==> src/rtl/branch_predict_resolve_pkg.sv <==
// Branch operation encodings and BTB counter constants shared by the
// prediction/resolution unit and its target calculator.
package BranchModesPackage;

    typedef enum logic [3:0] {
        NONE = 4'd0,
        BEQ  = 4'd1,
        BNE  = 4'd2,
        BLTZ = 4'd3,
        BGEZ = 4'd4,
        BLEZ = 4'd5,
        BGTZ = 4'd6,
        J    = 4'd7,
        JAL  = 4'd8,
        JR   = 4'd9,
        JALR = 4'd10
    } branch_mode_t;

    localparam logic [1:0] CTR_WEAK_TAKEN = 2'b10;
    localparam logic [1:0] CTR_MAX        = 2'b11;

endpackage

==> src/rtl/branch_predict_resolve_target_calc.sv <==
// Combinational branch decision: evaluates the taken condition from ALU flags
// and forms the resolved target address for every branch/jump mode.
module branch_target_calc
    import BranchModesPackage::*;
#(
    parameter int unsigned ADDR_W   = 32,
    parameter int unsigned OFFSET_W = 16,
    parameter int unsigned JUMP_W   = 26
) (
    input  logic [3:0]          mode,
    input  logic [ADDR_W-1:0]   pc,
    input  logic [OFFSET_W-1:0] offset,
    input  logic [JUMP_W-1:0]   jump_addr,
    input  logic [ADDR_W-1:0]   jr_addr,
    input  logic                zero,
    input  logic                negative,
    input  logic                positive,
    output logic                valid_op,
    output logic                taken,
    output logic [ADDR_W-1:0]   target,
    output logic [ADDR_W-1:0]   pc4
);

    // Mask form keeps the jump splice legal even when ADDR_W == JUMP_W+2.
    localparam logic [ADDR_W-1:0] JMASK = ADDR_W'((64'd1 << (JUMP_W + 2)) - 64'd1);

    logic [ADDR_W-1:0] off_ext;
    logic [ADDR_W-1:0] br_target;
    logic [ADDR_W-1:0] jmp_target;

    always_comb begin
        pc4        = pc + ADDR_W'(4);
        off_ext    = ADDR_W'($signed(offset));
        br_target  = pc4 + (off_ext << 2);
        jmp_target = (pc4 & ~JMASK) | (ADDR_W'(jump_addr) << 2);

        valid_op = 1'b1;
        taken    = 1'b0;
        target   = br_target;
        case (branch_mode_t'(mode))
            BEQ:  taken = zero;
            BNE:  taken = ~zero;
            BLTZ: taken = negative;
            BGEZ: taken = zero | positive;
            BLEZ: taken = negative | zero;
            BGTZ: taken = positive;
            J, JAL: begin
                taken  = 1'b1;
                target = jmp_target;
            end
            JR, JALR: begin
                taken  = 1'b1;
                target = jr_addr;
            end
            default: valid_op = 1'b0;
        endcase
    end

endmodule

==> src/rtl/branch_predict_resolve.sv <==
// Branch resolution with a direct-mapped BTB (2-bit counters) for fetch-time
// next-PC prediction, a registered mispredict redirect, and saturating stats.
module branch_predict_resolve
    import BranchModesPackage::*;
#(
    parameter int unsigned ADDR_W   = 32,
    parameter int unsigned ENTRIES  = 16,
    parameter int unsigned OFFSET_W = 16,
    parameter int unsigned JUMP_W   = 26,
    parameter int unsigned STAT_W   = 16
) (
    input  logic                clk,
    input  logic                rst,
    input  logic [ADDR_W-1:0]   fetch_pc,
    output logic                pred_taken,
    output logic [ADDR_W-1:0]   pred_target,
    input  logic                res_valid,
    input  logic [3:0]          res_mode,
    input  logic [ADDR_W-1:0]   res_pc,
    input  logic [OFFSET_W-1:0] res_offset,
    input  logic [JUMP_W-1:0]   res_jump_addr,
    input  logic [ADDR_W-1:0]   res_jr_addr,
    input  logic                res_zero,
    input  logic                res_negative,
    input  logic                res_positive,
    input  logic                res_pred_taken,
    input  logic [ADDR_W-1:0]   res_pred_target,
    output logic                redirect_valid,
    output logic [ADDR_W-1:0]   redirect_pc,
    output logic [STAT_W-1:0]   branch_count,
    output logic [STAT_W-1:0]   mispredict_count
);

    localparam int unsigned IDX_W = $clog2(ENTRIES);
    localparam int unsigned TAG_W = ADDR_W - IDX_W - 2;

    logic              btb_valid  [ENTRIES];
    logic [TAG_W-1:0]  btb_tag    [ENTRIES];
    logic [ADDR_W-1:0] btb_target [ENTRIES];
    logic [1:0]        btb_ctr    [ENTRIES];

    logic [IDX_W-1:0]  f_idx;
    logic              f_hit;
    logic [IDX_W-1:0]  r_idx;
    logic [TAG_W-1:0]  r_tag;
    logic              r_hit;

    logic              valid_op;
    logic              taken;
    logic [ADDR_W-1:0] target;
    logic [ADDR_W-1:0] pc4;
    logic              act;
    logic              mispredict;
    logic              unused_pc_bits;

    branch_target_calc #(
        .ADDR_W   (ADDR_W),
        .OFFSET_W (OFFSET_W),
        .JUMP_W   (JUMP_W)
    ) u_calc (
        .mode      (res_mode),
        .pc        (res_pc),
        .offset    (res_offset),
        .jump_addr (res_jump_addr),
        .jr_addr   (res_jr_addr),
        .zero      (res_zero),
        .negative  (res_negative),
        .positive  (res_positive),
        .valid_op  (valid_op),
        .taken     (taken),
        .target    (target),
        .pc4       (pc4)
    );

    always_comb begin
        f_idx       = fetch_pc[IDX_W+1:2];
        f_hit       = btb_valid[f_idx] &&
                      (btb_tag[f_idx] == fetch_pc[ADDR_W-1:IDX_W+2]);
        pred_taken  = f_hit & btb_ctr[f_idx][1];
        pred_target = pred_taken ? btb_target[f_idx] : fetch_pc + ADDR_W'(4);

        r_idx      = res_pc[IDX_W+1:2];
        r_tag      = res_pc[ADDR_W-1:IDX_W+2];
        r_hit      = btb_valid[r_idx] && (btb_tag[r_idx] == r_tag);
        act        = res_valid & valid_op;
        mispredict = (taken != res_pred_taken) ||
                     (taken && (target != res_pred_target));

        unused_pc_bits = ^{fetch_pc[1:0], res_pc[1:0]};
    end

    always_ff @(posedge clk or negedge rst) begin
        if (!rst) begin
            for (int unsigned i = 0; i < ENTRIES; i++) begin
                btb_valid[i]  <= 1'b0;
                btb_tag[i]    <= '0;
                btb_target[i] <= '0;
                btb_ctr[i]    <= '0;
            end
            redirect_valid   <= 1'b0;
            redirect_pc      <= '0;
            branch_count     <= '0;
            mispredict_count <= '0;
        end else begin
            redirect_valid <= act & mispredict;
            redirect_pc    <= (act & mispredict) ? (taken ? target : pc4) : '0;

            if (act) begin
                if (r_hit) begin
                    if (taken) begin
                        btb_target[r_idx] <= target;
                        if (btb_ctr[r_idx] != CTR_MAX)
                            btb_ctr[r_idx] <= btb_ctr[r_idx] + 2'd1;
                    end else if (btb_ctr[r_idx] != 2'b00) begin
                        btb_ctr[r_idx] <= btb_ctr[r_idx] - 2'd1;
                    end
                end else if (taken) begin
                    btb_valid[r_idx]  <= 1'b1;
                    btb_tag[r_idx]    <= r_tag;
                    btb_target[r_idx] <= target;
                    btb_ctr[r_idx]    <= CTR_WEAK_TAKEN;
                end

                if (branch_count != '1)
                    branch_count <= branch_count + STAT_W'(1);
                if (mispredict && (mispredict_count != '1))
                    mispredict_count <= mispredict_count + STAT_W'(1);
            end
        end
    end

endmodule

==> config.mk <==
export PLATFORM = sky130hd
export DESIGN_NAME = branch_predict_resolve
export DESIGN_NICKNAME = d
export VERILOG_FILES = /design/src/rtl/branch_predict_resolve_pkg.sv /design/src/rtl/branch_predict_resolve_target_calc.sv /design/src/rtl/branch_predict_resolve.sv
export SDC_FILE = /design/constraint.sdc
export NUM_CORES = 2
export LEC_CHECK = 0
export CAP_MARGIN = 10
export CORE_MARGIN = 2
export CORE_UTILIZATION = 40
export CTS_BUF_LIST = sky130_fd_sc_hd__clkbuf_4
export CTS_CLUSTER_DIAMETER = 200
export DETAILED_ROUTE_END_ITERATION = 7
export MAX_ROUTING_LAYER = met4
export PLACE_DENSITY_LB_ADDON = 0.05
export SLEW_MARGIN = 0
export SYNTH_ARGS = -nofsm -noshare
export SYNTH_HDL_FRONTEND = slang
export SYNTH_SLANG_ARGS = --single-unit
==> constraint.sdc <==
create_clock -name clk -period 5.6 [get_ports clk]
set_clock_uncertainty 0.1 [all_clocks]
set_input_delay 1.12 -clock clk [delete_from_list [all_inputs] [get_ports clk]]
set_output_delay 1.12 -clock clk [all_outputs]
set_load 0.02 [all_outputs]
==> results.sh <==
export IMPL_wl_per_cell_microns=27.1
export IMPL_critPathLaunchType="register"
export IMPL_io_pin_count=279
export IMPL_power_density_cells_mw_per_mm2=331
export IMPL_worst_r2r_startpoint="btb_tag[348]$_DFFE_PN0P_"
export IMPL_port_buffers=278
export IMPL_synth_ff_type="sky130_fd_sc_hd__dfrtp_1"
export IMPL_max_slew_worst_pin_slew_ns=1.02
export IMPL_maxSlewHeadroom_pct=31.9
export IMPL_antenna_violating_nets_remaining=0
export IMPL_floorplan_initialDensity_pct=40.3
export IMPL_timing_rr_end="btb_tag[359]$_DFFE_PN0P_"
export IMPL_tritoncts_clock_tree="yes"
export IMPL_finalSetupViolCount=32
export IMPL_floorplan_core_area_sq_mm=0.136
export IMPL_fin_nets=5550
export IMPL_floorplan_die_area_sq_mm=0.140
export IMPL_drt_total_wl_microns=198000
export IMPL_detailroute_via_count=41232
export IMPL_min_from="btb_target[319]$_DFFE_PN0P_"
export IMPL_clkLatencyLatePin_ns=1.27
export IMPL_post_synth_cell_area_avg_sq_um=12.1
export IMPL_place_detailed_hpwl_microns=137000
export IMPL_die_width_microns=374
export IMPL_globalplace_congestion=0.950
export IMPL_reg2reg_setup_slack_ns=1.72
export IMPL_worstRegToRegCells=12
export IMPL_grt_pass1_vias=42208
export IMPL_clock_input_transition_at_the_sequential_cells_of_the_worst_setup_and_hold_paths_ns=0.07
export IMPL_fraction_of_final_layout_cells_with_drive_strength_greater_than_1_pct=39.9
export IMPL_fp_dieH_microns=374
export IMPL_drv_cap=0
export IMPL_clock_fmax_mhz=163
export IMPL_worstPathMaxFanout=12
export IMPL_ys_warn_count=0
export IMPL_worst_ep_required_time_ns=4.38
export IMPL_antenna_violations_before_repair=7
export IMPL_synth_net_count=4727
export IMPL_detail_route_iter0_violations=2788
export IMPL_post_route_drc_count=0
export IMPL_num_rows=135
export IMPL_ctsRootBufferMaster="sky130_fd_sc_hd__clkbuf_4"
export IMPL_postSynthCellCount=4506
export IMPL_path_category_of_the_worst_min_delay_check="register to register"
export IMPL_ys_ff_latch=1041
export IMPL_worst_hold_path_endpoint="btb_target[319]$_DFFE_PN0P_"
export IMPL_grt_util_all_layers_pct=29.4
export IMPL_ir_worst_vdd_mv=0.183
export IMPL_report_final_slew_viol_count=0
export IMPL_htree_num_levels=5
export IMPL_cts_buffers_inserted=305
export IMPL_synth_edff_count=0
export IMPL_cts_root_to_sink_buffers=4
export IMPL_hold_violations=0
export IMPL_grt_start_max_net_pins=127
export IMPL_dp_cells=6789
export IMPL_timing_hold_worst_path_depth=2
export IMPL_finalWorstSetupSlack_ns=-0.546
export IMPL_crit_type="register to output port"
export IMPL_drt_pass1_iter_count=5
export IMPL_hold_ws_ns=0.374
export IMPL_finish_cell_count_without_fillers=7304
export IMPL_outcome="finished, violations left"
export IMPL_vias_per_inst=5.65
export IMPL_setup_worst_path_end_class="output port"
export IMPL_globalRouteOverflowTotal=0
export IMPL_min_cycle_time_layout_ns=6.15
export IMPL_violations="setup timing"
export IMPL_yosysSeqAreaShare_pct=47.6
export IMPL_share_of_flip_flops_with_an_asynchronous_set_or_reset_pct=100
export IMPL_areaGrowthSynthToFinish_pct=25.1
export IMPL_lkg_pwr_nw=30.2
export IMPL_rsz0062_at_grt="true"
export IMPL_grt_pass1_wl_microns=294000
export IMPL_worstPathArrival_ns=4.93
export IMPL_period_share_pct=110
export IMPL_synthDistinctLibCells=85
export IMPL_numClockSinks=1041
export IMPL_syn_area_sq_mm=0.0547
[critical path, stage by stage (launching register included)]
cell                      delay [ns]
sky130_fd_sc_hd__dfrtp_1        0.39
sky130_fd_sc_hd__mux4_2         0.46
sky130_fd_sc_hd__mux4_2         0.51
sky130_fd_sc_hd__xnor2_2        0.20
sky130_fd_sc_hd__nand2_1        0.14
sky130_fd_sc_hd__or3b_1         0.36
sky130_fd_sc_hd__or4_1          0.40
sky130_fd_sc_hd__or4b_4         0.51
sky130_fd_sc_hd__buf_12         0.18
sky130_fd_sc_hd__buf_16         0.18
sky130_fd_sc_hd__nor2_2         0.12
sky130_fd_sc_hd__a21oi_2        0.04
sky130_fd_sc_hd__buf_2          0.16
[sequential cells by signal, indices dropped and copies added, names as in the netlist]
| register | flops |
|---|---|
| redirect_pc | 32 |
| btb_target | 512 |
| btb_tag | 416 |
| branch_count | 16 |
| btb_ctr | 32 |
| btb_valid | 16 |
| mispredict_count | 16 |
| redirect_valid | 1 |
[cells by family after synthesis]
| kind of cell | after synthesis | share of synthesized area, % |
|---|---|---|
| adders and majority gates | 42 | 0.965 |
| AOI/OAI and AO/OA | 844 | 8.96 |
| muxes | 924 | 27.9 |
| and+or+nand+nor | 1066 | 8.73 |
| DFF | 1041 | 47.6 |
| xor gates and xnor gates | 161 | 2.58 |
| buffers and inverters | 428 | 3.23 |
[final cells by class]
type	count	area (sq um)
antenna	8	20.0
clock buffer	442	3320
clock inverter	51	221
fill	12287	67200
inverter	28	105
multi-input combinational	3037	27700
sequential	1041	26100
tap	1781	2230
timing repair buffer	916	8830
[power by group]
part	switching (mW)	internal [mW]	total, mW
registers	0.949	9.07	10.0
logic	2.70	3.05	5.74
clock network	3.31	3.62	6.93
[stage by stage]
step                power [mW]  setup slack [ns]  instance area (sq um)  utilization, %  TNS (ns)
finish                    22.7            -0.546                  68500            50.5    -16.51
global route              24.0            -0.687                  68500            50.5    -20.93
CTS                       22.9            -0.706                  68300            50.3    -21.38
detailed placement        15.8             -1.60                  64400            47.4   -152.96
global placement          15.7             -1.61                  64400            47.4   -135.66
floorplan                 13.3           -0.0139                  55100               -   -0.0139
[cells in the mapped netlist (11+ instances only)]
| cell | n | area (sq um) |
|---|---|---|
| sky130_fd_sc_hd__a211oi_1 | 33 | 248 |
| sky130_fd_sc_hd__a21oi_1 | 96 | 480 |
| sky130_fd_sc_hd__a22o_1 | 12 | 105 |
| sky130_fd_sc_hd__a41oi_1 | 16 | 140 |
| sky130_fd_sc_hd__and3_1 | 31 | 194 |
| sky130_fd_sc_hd__buf_1 | 40 | 150 |
| sky130_fd_sc_hd__buf_2 | 74 | 370 |
| sky130_fd_sc_hd__clkbuf_1 | 272 | 1020 |
| sky130_fd_sc_hd__dfrtp_1 | 1041 | 26000 |
| sky130_fd_sc_hd__ha_1 | 39 | 488 |
| sky130_fd_sc_hd__inv_1 | 27 | 101 |
| sky130_fd_sc_hd__mux2_2 | 469 | 5280 |
| sky130_fd_sc_hd__mux2i_1 | 16 | 160 |
| sky130_fd_sc_hd__mux4_2 | 435 | 9800 |
| sky130_fd_sc_hd__nand2_1 | 614 | 2300 |
| sky130_fd_sc_hd__nand3_1 | 61 | 305 |
| sky130_fd_sc_hd__nand4_1 | 55 | 344 |
| sky130_fd_sc_hd__nor2_1 | 145 | 544 |
| sky130_fd_sc_hd__nor2b_1 | 11 | 68.8 |
| sky130_fd_sc_hd__nor3_1 | 32 | 160 |
| sky130_fd_sc_hd__nor3b_1 | 15 | 113 |
| sky130_fd_sc_hd__o211ai_1 | 12 | 90.1 |
| sky130_fd_sc_hd__o21a_1 | 15 | 113 |
| sky130_fd_sc_hd__o21ai_0 | 536 | 2680 |
| sky130_fd_sc_hd__o22ai_1 | 11 | 68.8 |
| sky130_fd_sc_hd__or2_2 | 23 | 144 |
| sky130_fd_sc_hd__or3_1 | 13 | 81.3 |
| sky130_fd_sc_hd__xnor2_1 | 106 | 928 |
| sky130_fd_sc_hd__xor2_1 | 55 | 482 |
[metal layers]
metal  vias up  wire length, microns  track usage [%]
li1      18460                     -                -
met1     21328                 88000             39.5
met2      1111                 94800             45.9
met3       333                  9380             4.64
met4         0                  5620             9.41
met5         -                     0                -
[what timing repair did]
item,4_1_cts,5_1_grt
endpoints found under the setup margin,76,78
gates cloned,5,1
hold buffers,1,0
gates resized for setup,212,36
buffers inserted,5,2
endpoints found under the hold margin,73,0
pin swaps,6,5
[placed cells by master, fill, tap and decap left out, types with 11 or more instances in the layout]
master	n
sky130_fd_sc_hd__a41oi_1	16
sky130_fd_sc_hd__buf_12	83
sky130_fd_sc_hd__or2_2	23
sky130_fd_sc_hd__mux2i_1	16
sky130_fd_sc_hd__o21a_1	15
sky130_fd_sc_hd__nor3_1	30
sky130_fd_sc_hd__a211oi_1	32
sky130_fd_sc_hd__and3_1	31
sky130_fd_sc_hd__o21ai_0	534
sky130_fd_sc_hd__nand3_1	59
sky130_fd_sc_hd__a21oi_4	12
sky130_fd_sc_hd__ha_1	39
sky130_fd_sc_hd__nand2_1	593
sky130_fd_sc_hd__inv_1	27
sky130_fd_sc_hd__buf_6	25
sky130_fd_sc_hd__buf_4	549
sky130_fd_sc_hd__o211ai_1	12
sky130_fd_sc_hd__xnor2_1	98
sky130_fd_sc_hd__clkinv_1	44
sky130_fd_sc_hd__nor3b_1	14
sky130_fd_sc_hd__mux4_2	435
sky130_fd_sc_hd__a21oi_2	21
sky130_fd_sc_hd__nor2b_1	11
sky130_fd_sc_hd__nand4_1	55
sky130_fd_sc_hd__or3_1	13
sky130_fd_sc_hd__a21oi_1	73
sky130_fd_sc_hd__a22o_1	12
sky130_fd_sc_hd__nor2_4	31
sky130_fd_sc_hd__clkbuf_4	442
sky130_fd_sc_hd__nor2_2	13
sky130_fd_sc_hd__dfrtp_1	1041
sky130_fd_sc_hd__xor2_1	54
sky130_fd_sc_hd__nand2_4	15
sky130_fd_sc_hd__clkdlybuf4s50_1	233
sky130_fd_sc_hd__nor2_1	101
sky130_fd_sc_hd__mux2_2	469
[worst max path at each step]
stage / slack [ns] / endpoint / from
final: -0.55 / pred_target[9] / btb_tag[7]$_DFFE_PN0P_
after global routing: -0.69 / pred_target[9] / btb_tag[7]$_DFFE_PN0P_
after CTS: -0.71 / pred_target[10] / btb_tag[7]$_DFFE_PN0P_
after detailed placement: -1.60 / mispredict_count[6]$_DFFE_PN0P_ / res_pc[7]
after global placement: -1.61 / mispredict_count[6]$_DFFE_PN0P_ / res_pc[7]
after floorplan: -0.01 / mispredict_count[1]$_DFFE_PN0P_ / res_pc[3]
(Power assumes the default switching activity.)
